File: src/rtl/d_e_pipe_reg.sv
// Decode-to-Execute pipeline register with bubble insertion, freeze hold and Tnew ageing.
// Optional DE_BUBBLE_CNT_EN adds a saturating 16-bit count of inserted bubbles.
module d_e_pipe_reg #(
  parameter logic [31:0] RESET_PC = 32'h0000_3000
) (
  input  logic        clk,
  input  logic        reset,
  input  logic        stall,
  input  logic        E_freeze,
  input  logic [31:0] D_pc,
  input  logic [31:0] D_instr,
  input  logic [31:0] D_rs_data,
  input  logic [31:0] D_rt_data,
  input  logic [31:0] D_imme32,
  input  logic [4:0]  D_wa,
  input  logic [1:0]  D_tnew,
  output logic [31:0] E_pc,
  output logic [31:0] E_instr,
  output logic [31:0] E_rs_data,
  output logic [31:0] E_rt_data,
  output logic [31:0] E_imme32,
  output logic [4:0]  E_wa,
  output logic [1:0]  E_tnew,
  output logic        E_bubble
`ifdef DE_BUBBLE_CNT_EN
  ,
  output logic [15:0] E_bubble_cnt
`endif
);

  logic [31:0] pc_q, pc_d;
  logic [31:0] instr_q, instr_d;
  logic [31:0] rs_data_q, rs_data_d;
  logic [31:0] rt_data_q, rt_data_d;
  logic [31:0] imme32_q, imme32_d;
  logic [4:0]  wa_q, wa_d;
  logic [1:0]  tnew_q, tnew_d;
  logic        bubble_q, bubble_d;
  logic        load_bubble;

  // Freeze outranks stall, so a bubble is only inserted on an unfrozen edge.
  assign load_bubble = stall && !E_freeze;

  always_comb begin
    pc_d      = pc_q;
    instr_d   = instr_q;
    rs_data_d = rs_data_q;
    rt_data_d = rt_data_q;
    imme32_d  = imme32_q;
    wa_d      = wa_q;
    tnew_d    = tnew_q;
    bubble_d  = bubble_q;
    if (E_freeze) begin
      bubble_d = bubble_q;
    end else if (stall) begin
      pc_d      = D_pc;
      instr_d   = 32'h0;
      rs_data_d = 32'h0;
      rt_data_d = 32'h0;
      imme32_d  = 32'h0;
      wa_d      = 5'd0;
      tnew_d    = 2'd0;
      bubble_d  = 1'b1;
    end else begin
      pc_d      = D_pc;
      instr_d   = D_instr;
      rs_data_d = D_rs_data;
      rt_data_d = D_rt_data;
      imme32_d  = D_imme32;
      wa_d      = D_wa;
      // Entering Execute consumes one Tnew cycle; never underflow below zero.
      tnew_d    = (D_tnew == 2'd0) ? 2'd0 : D_tnew - 2'd1;
      bubble_d  = 1'b0;
    end
  end

  always_ff @(posedge clk) begin
    if (reset) begin
      pc_q      <= RESET_PC;
      instr_q   <= 32'h0;
      rs_data_q <= 32'h0;
      rt_data_q <= 32'h0;
      imme32_q  <= 32'h0;
      wa_q      <= 5'd0;
      tnew_q    <= 2'd0;
      bubble_q  <= 1'b1;
    end else begin
      pc_q      <= pc_d;
      instr_q   <= instr_d;
      rs_data_q <= rs_data_d;
      rt_data_q <= rt_data_d;
      imme32_q  <= imme32_d;
      wa_q      <= wa_d;
      tnew_q    <= tnew_d;
      bubble_q  <= bubble_d;
    end
  end

  assign E_pc      = pc_q;
  assign E_instr   = instr_q;
  assign E_rs_data = rs_data_q;
  assign E_rt_data = rt_data_q;
  assign E_imme32  = imme32_q;
  assign E_wa      = wa_q;
  assign E_tnew    = tnew_q;
  assign E_bubble  = bubble_q;

`ifdef DE_BUBBLE_CNT_EN
  logic [15:0] bubble_cnt_q, bubble_cnt_d;

  always_comb begin
    bubble_cnt_d = bubble_cnt_q;
    if (load_bubble && bubble_cnt_q != 16'hFFFF) begin
      bubble_cnt_d = bubble_cnt_q + 16'd1;
    end
  end

  always_ff @(posedge clk) begin
    if (reset) begin
      bubble_cnt_q <= 16'd0;
    end else begin
      bubble_cnt_q <= bubble_cnt_d;
    end
  end

  assign E_bubble_cnt = bubble_cnt_q;
`else
  logic unused_load_bubble;
  assign unused_load_bubble = load_bubble;
`endif

endmodule
File: config.mk
export PLATFORM = sky130hd
export DESIGN_NAME = d_e_pipe_reg
export DESIGN_NICKNAME = d
export VERILOG_FILES = /design/src/rtl/d_e_pipe_reg.sv
export SDC_FILE = /design/constraint.sdc
export NUM_CORES = 1
export LEC_CHECK = 0
export ABC_AREA = 1
export BUFFER_PORTS_ARGS = -buffer_cell sky130_fd_sc_hd__buf_2
export CAP_MARGIN = 0
export CORE_AREA = 2 2 131 133
export CTS_CLUSTER_DIAMETER = 50
export DETAILED_ROUTE_END_ITERATION = 10
export DIE_AREA = 0 0 133 135
export PLACE_DENSITY = 0.67
export SETUP_SLACK_MARGIN = 0.15
export SLEW_MARGIN = 20
export SYNTH_ARGS = -nofsm -noshare
export SYNTH_HDL_FRONTEND = slang
export SYNTH_SLANG_ARGS = --single-unit
File: constraint.sdc
create_clock -name clk -period 1.2 [get_ports clk]
set_input_delay 0.12 -clock clk [delete_from_list [all_inputs] [get_ports clk]]
set_output_delay 0.12 -clock clk [all_outputs]
set_load 0.05 [all_outputs]
After elaboration in Yosys (flattened, before gate mapping):

Index checks and enable logic that the tools add are counted.

* $add $sub $neg: 1
* mux-type cells: 8
* reductions and logical operators: 1

Operators with widths (number)
* $mux W32: 4
* $mux W5: 1
* $mux W2: 2
* $logic_not A2 Y1: 1
* $sub A2 B1 Y2 const B: 1
* $mux W1: 1

* flip-flop bits (word level): 168
* input bits: 171
* word-level logic and storage cells: 18

Longest topological paths before layout:

Gate-level depths: netlist of the first run.

* word-level depth: 3
* gate-level depth with buffers: 6
* mapped depth without buffers: 4

Least setup slack after synthesis of the first run:

No wires, ideal clock.

* path kind: input port to flip-flop
* from: input reset
* to: register instr_q[10], in the netlist E_instr[10]
* library setup time: 132 ps
* arrival time: 779 ps
* required time: 1068 ps
* slack: 288 ps
* stages: 4
* cell sequence: buf_2 buf_2 clkbuf_1 a21oi_1

RTL lines
* start, declared: line 7 `input logic reset,`
* end signal, assigned: line 89 `instr_q <= instr_d;`
* end, declared: line 32 `logic [31:0] instr_q, instr_d;`

No word-level cell between the ends.

Final worst setup path of the first run:

* from: register pc_q[13], in the netlist E_pc[13]
* to: output E_pc[13]

RTL lines
* start, declared: line 31 `logic [31:0] pc_q, pc_d;`
* start signal, assigned: line 88 `pc_q <= pc_d;`
* end, declared: line 17 `output logic [31:0] E_pc,`

No word-level cell between the ends.

==> reports/qor.txt, run 1 <==
Syn Area/Cell: 7.902 um^2
H-tree depth: 4
Post-synth ARST share: 0%
register bit total from synthesis: 168
Final #Nets: 1427
syn_nets: 903
maximum clock rate: 925.2 MHz
via count: 7250
effective utilization at floorplan: 35.26%
hold depth: 3
routed wire length: 25.72 mm
TritonCTS Buffers: 17
vias in the first global route: 7312
Leakage: 5.261 nW
Post-Syn Area: 5784 um^2
Detailed Route Iter0 Violations: 403
WP data arrival: 960 ps
Synthesis Warnings: 0
total gr overflow: 0
post-route clock skew: 0 ps
router iterations before antenna repair: 4
count leader, synth: nand2_1
Die ar.: 17960 um^2
Sink Count: 168
worst skew pair latency: 420 ps
share of cells above drive strength 1: 46.73%
synthesized instance count: 732
Critical Path End Type: output port
Max IR drop VDD: 0.9532 mV
IO Pins: 339
FF/Latch Area: 3578 um^2
Least-Margin Pin Slew: 452.5 ps
cell accounting for the most synthesized area: dfxtp_1
total power: 0.01482 W
DR DRC count: 0
WP buf/inv: 1
HPWL Detailed: 12.43 mm
worst hold-check path type: input port to flip-flop
initial antenna violation count: 3
critical path class: flip-flop to output port
reg2reg end: E_instr[19]
post-synth cell types: 13
WP data required: 1080 ps
Worst Min Path Start: E_freeze
largest net degree at the start of global routing: 77
top cell types by occurrence after synthesis: 275 x nand2_1, 168 x dfxtp_1, 135 x a21oi_1
chip width: 133 um
Port-buffer cells: 338
top-area cell type share of the netlist area: 58.14%
GRT Total Usage: 26.00%
fin crit period: 1081 ps
register area share after synthesis: 58.14%
PwrDens: 1224 nW/um^2
Worst R2R Setup Slack: 360 ps
Rows: 47
die span in y: 135 um
# fillers: 1015
area delta synth->final: 109.2%
crit-path max cell delay: 380 ps
CP delay by family, top: flip-flops
status: complete, no violations
period utilization: 90.07%
endpoints failing setup: 0
core area: 16410 um^2
RSZ-0062 raised after global routing: true
max-cap violations: 0
CTS root buffer: clkbuf_16
Fin Setup TNS: 0 ps
ranking of synthesized cells by area: dfxtp_1 58%, nand2_1 18%, a21oi_1 12%
Most used DFF post-synth: dfxtp_1
CP Launch Type: flip-flop
RR Startpoint: E_instr[19]
Routed wire per std cell: 17.22 um
CTS Buffer Depth: 2
endpoints failing hold: 0
R2R cell count: 4
slowest CP cell: dfxtp_4
critical path fanouts, max: 2
gpl congestion: 0.8318
first-pass GRT wire length: 36.91 mm
CTS tree: done
footprint of the multi-input gates: 2126 um^2
Critical Path, Cell by Cell: buf_8
EDFF count, synth: 0
Max-slew headroom: 69.83%
Worst Hold Endpoint: E_pc[28]
Slew Viols, Final: 0
Final ANT Viol Nets: 0
clock transition at the registers of the reported paths: 70 ps
routed vias/inst: 4.856
state kept, by name, indices dropped and copies added, names as in the netlist:
name       flops
E_rt_data     32
E_tnew         2
E_instr       32
E_pc          32
E_bubble       1
E_rs_data     32
E_imme32      32
E_wa           5
logic make-up after synthesis:
group / share of synthesized area (%)
and+or+nand+nor: 22.39
DFF: 58.14
buffers and inverters: 5.105
AOI/OAI and AO/OA: 14.36
final cells by class:
type,instances,share of cell area (%)
timing repair buffer,559,45.46
sequential,168,29.57
multi-input combinational,506,17.57
clock buffer,19,3.743
tap,220,2.275
clock inverter,13,1.179
inverter,4,0.1241
antenna,4,0.08271
what timing repair did:
action / CTS / global route
buffers inserted: 7 / 36
hold buffers: 167 / 0
gates resized for setup: 606 / 57
setup endpoints to repair: 168 / 168
endpoints found under the hold margin: 167 / 0
routing by layer:
| layer | up-vias | global-route usage (%) | wire length [um] |
|---|---|---|---|
| met5 | - | 0 | 0 |
| met4 | 0 | 15.71 | 1399 |
| met3 | 109 | 7.920 | 1771 |
| met2 | 335 | 48.10 | 13910 |
| met1 | 3420 | 25.52 | 8640 |
| li1 | 3386 | - | - |
where the power goes:
part | switching [W] | internal [W]
sequential | 0.000232 | 0.00588
combinational | 0.00169 | 0.00145
clock | 0.00237 | 0.00320
how the worst max path moves through the flow:
stage,slack (ps),cells past startpoint,endpoint,from
global placement,110,5,E_rt_data[12],E_freeze
global route,90,1,E_pc[13],E_pc[13]
detailed placement,100,5,E_imme32[10],E_freeze
CTS,120,1,E_imme32[15],E_imme32[15]
finish,120,1,E_pc[13],E_pc[13]
floorplan,290,4,E_instr[10],reset
cell usage in the layout (no fill, tap or decap), drive strengths merged:
master       Yosys  final
inv              4      7
clkinv           0      6
clkinvlp         0      2
a21oi          135    135
nor2            63     63
diode            0      4
nand2          275    275
nand3            2      2
o21ai           31     31
bufinv           0      2
dfxtp          168    168
dlygate4sd3      0    167
buf             37    392
clkbuf          17     19
metrics by stage:
stage	setup slack (ps)	instances	hold slack (ps)	instance area [um^2]	util, %
floorplan	288.2	732	233.2	5784	-
global placement	111.3	1247	326.0	7646	46.60
detailed placement	98.09	1247	323.8	7646	46.60
CTS	119.0	1453	114.7	11610	70.76
global route	91.29	1492	126.8	12100	73.74
finish	119.2	1493	121.6	12100	73.76
Note: power is estimated with default switching activity, not from simulation.
==> run 2, diff against run 1 <==
PLACE_DENSITY = 0.68   (was 0.67)
==> run 2 against run 1 <==
Net effect:
- sequential power hardly changed
- sequential cell count stayed put
- register-to-register slack hardly changed
- fmax is 0.60% higher
- cell count is 0.40% higher
- combinational power is 1% higher
- first-iteration DRC count is 3.2% lower
- clock-buffer cell count is 3 higher
- die area stayed put
- global-route usage is 0.25 points higher
- worst hold slack worse by 100 ps
- critical path type unchanged
- critical endpoint is now E_imme32[1]
==> reports/qor.txt, run 2 (synthesized netlist as in run 1, its figures left out) <==
Die ar.: 17960 um^2 (unchanged)
Critical Path, Cell by Cell: buf_8
R2R cell count: 4 (unchanged)
# fillers: 912 (-10%)
gpl congestion: 0.7644 (-8.1%)
TritonCTS Buffers: 17 (unchanged)
status: complete, no violations
clock transition at the registers of the reported paths: 70 ps (about the same)
Final ANT Viol Nets: 0 (unchanged)
final core utilization: 74.43% (+0.67 points)
PwrDens: 1264 nW/um^2 (+3.3%)
GR peak layer: met2
CP delay by family, top: flip-flops
initial antenna violation count: 1 (-2)
die span in y: 135 um (unchanged)
Max-slew headroom: 70.98% (+1.1 points)
RSZ-0062 raised after global routing: true
Slew Viols, Final: 0 (unchanged)
endpoints failing hold: 0 (unchanged)
worst skew pair latency: 430 ps (about the same)
Port-buffer cells: 338 (unchanged)
chip width: 133 um (unchanged)
pre-CTS WS: 101.5 ps (+3.403 ps)
GRT Total Usage: 26.25% (+0.25 points)
effective utilization at floorplan: 35.26% (unchanged)
M1 GR Usage: 26.58% (+1.1 points)
non-filler cells, final: 1499 (+0.40%)
worst hold-check path type: input port to flip-flop
fin crit period: 1074 ps (-6.473 ps)
CTS Buffer Depth: 2 (unchanged)
slowest CP cell: dfxtp_2
vias in the first global route: 7421 (+1.5%)
reg2reg end: E_rt_data[18]
first-pass GRT wire length: 37.45 mm (+1.5%)
RR Startpoint: E_rt_data[18]
router iterations before antenna repair: 5 (+1)
Leakage: 5.331 nW (+1.3%)
Max IR drop VDD: 0.9089 mV (-4.6%)
CTS tree: done
HPWL Detailed: 12.30 mm (-1.0%)
Worst Hold Endpoint: E_tnew[0]
endpoints failing setup: 0 (unchanged)
routed wire length: 26.40 mm (+2.7%)
total power: 0.01544 W (+4.2%)
Fin Setup TNS: 0 ps (unchanged)
period utilization: 89.53% (-0.54 points)
share of cells above drive strength 1: 47.03% (+0.30 points)
DR DRC count: 0 (unchanged)
M3 GR Usage: 7.170% (-0.75 points)
hold depth: 5 (+2)
Worst R2R Setup Slack: 350 ps (about the same)
WP data arrival: 950 ps (about the same)
Detailed Route Iter0 Violations: 390 (-3.2%)
WP data required: 1080 ps (about the same)
WP buf/inv: 1 (unchanged)
crit-path max cell delay: 370 ps (about the same)
Least-Margin Pin Slew: 435.4 ps (-17.14 ps)
Rows: 47 (unchanged)
met2 Use GR: 48.36% (+0.26 points)
Sink Count: 168 (unchanged)
routed vias/inst: 4.933 (+1.6%)
placed cells: 1258 (+0.88%)
Critical Path End Type: output port
total gr overflow: 0 (unchanged)
max-cap violations: 0 (unchanged)
CTS root buffer: clkbuf_16
via count: 7395 (+2.0%)
Final #Nets: 1436 (+0.63%)
most frequent cells in the layout: 275 x nand2_1, 168 x buf_2, 167 x dfxtp_2, 165 x dlygate4sd3_1, 147 x buf_8
IO Pins: 339 (unchanged)
critical path class: flip-flop to output port
area delta synth->final: 111.1%
CP Launch Type: flip-flop
fin worst setup slack: 125.6 ps (+6.473 ps)
maximum clock rate: 930.8 MHz (+0.60%)
largest net degree at the start of global routing: 94 (+22%)
core area: 16410 um^2 (unchanged)
critical path fanouts, max: 2 (unchanged)
commonest non-fill, non-tap cell in the layout: nand2_1
H-tree depth: 4 (unchanged)
Worst Min Path Start: D_tnew[1]
Routed wire per std cell: 17.61 um (+2.3%)
post-route clock skew: 0 ps (unchanged)
-- run 2: cell types whose count changed in the layout (fill, tap and decap cells not counted), sizes merged --
cell / delta
clkinv: -5
bufinv: +3
clkinvlp: -1
dlygate4sd3: -2
buf: +11
diode: -3
clkbuf: +3
-- run 2: how the worst max path moves through the flow --
stage / start / to / slack [ps] / cells after the start
after floorplan: reset / E_instr[10] / 290 / 4
after global placement: E_freeze / E_instr[6] / 130 / 5
after detailed placement: E_freeze / E_instr[19] / 100 / 5
after CTS: E_rs_data[21] / E_rs_data[21] / 120 / 1
after global routing: E_rt_data[18] / E_rt_data[18] / 100 / 1
final: E_imme32[1] / E_imme32[1] / 130 / 1
-- run 2: where the power goes --
part           internal [W]  switching (W)
Clock               0.00383        0.00233
Sequential          0.00588       0.000229
Combinational       0.00147        0.00171
Total                0.0112        0.00426
-- run 2: layer usage --
metal	vias up	share of wire [%]
met4	0	5.2
met1	3472	34
li1	3402	-
met2	412	54
met5	-	0
met3	109	6.7
-- run 2: layout make-up --
type	instances	area [um^2]	area share [%]
repair buffers	568	5564	45.56
flip-flops and latches	168	3576	29.28
diodes	1	2.502	0.02049
inverters	4	15.01	0.1230
well taps	220	275.3	2.254
multi-input cells	506	2126	17.41
clock buffers	22	464.2	3.801
clock inverters	10	188.9	1.547
-- run 2: metrics by stage --
step           cell area (um^2)  hold slack, ps
2_1_floorplan              5784           233.2
3_3_place_gp               7766           326.2
3_5_place_dp               7766           335.4
4_1_cts                   11710           3.987
5_1_grt                   12210           32.37
6_report                  12210           20.54
-- run 2: repair_timing --
| action | in CTS | in global routing |
|---|---|---|
| setup endpoints to repair | 168 | 166 |
| hold endpoints to repair | 165 | 0 |
| hold buffers | 165 | 0 |
| setup buffers | 9 | 34 |
| gates resized for setup | 586 | 66 |
==> run 3, diff against run 2 <==
ABC_AREA = not set   (was 1)
CORE_AREA = 2 2 132 134   (was 2 2 131 133)
DIE_AREA = 0 0 134 136   (was 0 0 133 135)
MAX_ROUTING_LAYER = met4   (was not set)
PLACE_DENSITY = 0.72   (was 0.68)
==> run 3 against run 2 <==
Net effect:
- sequential power hardly changed
- worst setup slack better by 12 ps
- global-route usage fell by 3.3 points
- clock power is 6.0% lower
- highest routed layer unchanged
==> reports/qor.txt, run 3 <==
status: complete, no violations
IO Pins: 339 (unchanged)
vias in the first global route: 6362 (-14%)
routed vias/inst: 4.888 (-0.92%)
total gr overflow: 0 (unchanged)
Routed wire per std cell: 16.65 um (-5.5%)
router iterations before antenna repair: 4 (-1)
CTS tree: done
ranking of synthesized cells by area: dfxtp_1 51%, or3b_1 18%, a21oi_1 10%
slowest CP cell: dfxtp_2
EDFF count, synth: 0 (unchanged)
worst skew pair latency: 410 ps (-20 ps)
sequential share of power: 41.3% (+1.8 points)
critical path fanouts, max: 2 (unchanged)
syn_nets: 878 (-2.8%)
total power: 0.01471 W (-4.7%)
CP delay by family, top: flip-flops
Post-synth ARST share: 0% (unchanged)
chip width: 134 um (+0.75%)
WP data required: 1080 ps (about the same)
max-cap violations: 0 (unchanged)
Rows: 48 (+2.1%)
worst hold-check path type: input port to flip-flop
CP Launch Type: flip-flop
Detailed Route Iter0 Violations: 215 (-45%)
core area: 16880 um^2 (+2.9%)
H-tree depth: 4 (unchanged)
combinational group share of total power: 19.3% (-1.3 points)
Post-Syn Area: 6556 um^2 (+13%)
Critical Path End Type: output port
endpoints failing setup: 0 (unchanged)
endpoints failing hold: 0 (unchanged)
Max IR drop VDD: 0.8964 mV (-1.4%)
critical path class: flip-flop to output port
cell accounting for the most synthesized area: dfxtp_1
area delta synth->final: 77.17%
first-pass GRT wire length: 32.13 mm (-14%)
CTS Buffer Depth: 2 (unchanged)
Synthesis Warnings: 0 (unchanged)
Port-buffer cells: 338 (unchanged)
Die ar.: 18220 um^2 (+1.5%)
WP data arrival: 940 ps (about the same)
final core utilization: 68.83% (-5.6 points)
HPWL Detailed: 13.16 mm (+7.0%)
register area share after synthesis: 51.30% (-6.8 points)
Slew Viols, Final: 0 (unchanged)
Least-Margin Pin Slew: 448.1 ps (+12.77 ps)
Syn Area/Cell: 9.273 um^2 (+17%)
clock transition at the registers of the reported paths: 70 ps (about the same)
Fin Setup TNS: 0 ps (unchanged)
most frequent cells in the layout: 167 x dfxtp_2, 167 x buf_2, 141 x buf_8, 135 x nand2_1, 134 x a21oi_1
Leakage: 5.039 nW (-5.5%)
Most used DFF post-synth: dfxtp_1
post-route clock skew: 0 ps (unchanged)
effective utilization at floorplan: 38.85% (+3.6 points)
Max-slew headroom: 70.12% (-0.85 points)
Final #Nets: 1277 (-11%)
maximum clock rate: 941.7 MHz (+1.2%)
via count: 6579 (-11%)
top cell types by occurrence after synthesis: 168 x dfxtp_1, 135 x a21oi_1, 135 x nand2_1
fin crit period: 1062 ps (-12.45 ps)
share of cells above drive strength 1: 55.05% (+8.0 points)
TritonCTS Buffers: 17 (unchanged)
Sink Count: 168 (unchanged)
pre-CTS WS: 6.024 ps (-95.47 ps)
PwrDens: 1266 nW/um^2 (+0.18%)
gpl congestion: 0.8174 (+6.9%)
CTS root buffer: clkbuf_16
P_sw: 0.004211 W (-1.3%)
top-area cell type share of the netlist area: 51.30% (-6.8 points)
crit-path max cell delay: 370 ps (about the same)
post-synth cell types: 15 (+2)
switching share of total power: 28.62% (+1.0 points)
initial antenna violation count: 2 (+1)
fin worst setup slack: 138.1 ps (+12.45 ps)
period utilization: 88.49% (-1.0 points)
largest net degree at the start of global routing: 65 (-31%)
Clock Power Share: 39.4% (-0.5 points)
count leader, synth: dfxtp_1
final hold slack: 21.84 ps (+1.300 ps)
Final ANT Viol Nets: 0 (unchanged)
synthesized instance count: 707 (-3.4%)
WP buf/inv: 1 (unchanged)
routed wire length: 22.41 mm (-15%)
DR DRC count: 0 (unchanged)
die span in y: 136 um (+0.74%)
register bit total from synthesis: 168 (unchanged)
GRT Total Usage: 22.97% (-3.3 points)
RSZ-0062 raised after global routing: true
Critical Path, Cell by Cell: buf_8
Internal: 0.01050 W (-6.0%)
## run 3: cell types whose count changed in the layout (fill, tap and decap cells not counted), moves of 30 or more
cell / before / now
dlygate4sd3_1: 165 / 33
mux2i_1: 0 / 30
nand2_1: 275 / 135
nor2_1: 62 / 30
o21ai_0: 31 / 0
or3b_1: 0 / 133
## run 3: final cells by class
type,instances,area [um^2]
Antenna cell,2,5.005
Clock buffer,17,425.4
Multi-Input combinational cell,471,2830
Clock inverter,15,191.4
Fill cell,1140,5260
Sequential cell,168,3576
Tap cell,225,281.5
Timing Repair Buffer,448,4307
## run 3: stage by stage
step	instances	cell area (um^2)
5_1_grt	1346	11620
4_1_cts	1319	11180
2_1_floorplan	707	6556
3_3_place_gp	1244	8605
3_5_place_dp	1244	8605
6_report	1346	11620
## run 3: worst register-to-register path: stages, from the launching register on
cell and delay, ps:
dfxtp_2 340, buf_4 130, buf_4 120, mux2i_1 130, nor2_1 50
## run 3: what timing repair did
| item | in CTS | in global routing |
|---|---|---|
| buffers inserted | 10 | 25 |
| resized for setup | 582 | 65 |
| hold buffers | 33 | 0 |
| endpoints found under the setup margin | 168 | 167 |
| endpoints found under the hold margin | 32 | 0 |
## run 3: power by group through the flow
stage	clock [W]	combinational [W]	sequential, W
detailed placement	0	0.00220	0.00605
CTS	0.00589	0.00268	0.00605
finish	0.00579	0.00284	0.00608
floorplan	0	0.000658	0.00688
global placement	0	0.00219	0.00605
global route	0.00616	0.00298	0.00610
## run 3: layer usage
layer  wire [um]  global-route usage [%]  up-vias
met3        1065                   5.257       40
met2       12120                   40.31      228
met5           0                       -        -
met4         667                   9.693        0
met1        8552                   25.07     3096
li1            -                       -     3215
## run 3: final timing paths
path | startpoint | end | slack (ps) | depth (start not counted)
setup / recovery | E_pc[23] | E_pc[23] | 140 | 1
hold reg to reg | E_rt_data[13] | E_rt_data[13] | 470 | 2
hold / removal | D_rs_data[9] | E_rs_data[9] | 20 | 3
setup reg to reg | E_pc[17] | E_pc[17] | 340 | 4
## run 3: cell families after synthesis
family                 after synthesis  share of synthesized area, %
buffers and inverters               68                         5.592
muxes                               30                         4.580
AOI/OAI and AO/OA                  138                         10.71
DFF                                168                         51.30
and+or+nand+nor                    303                         27.82
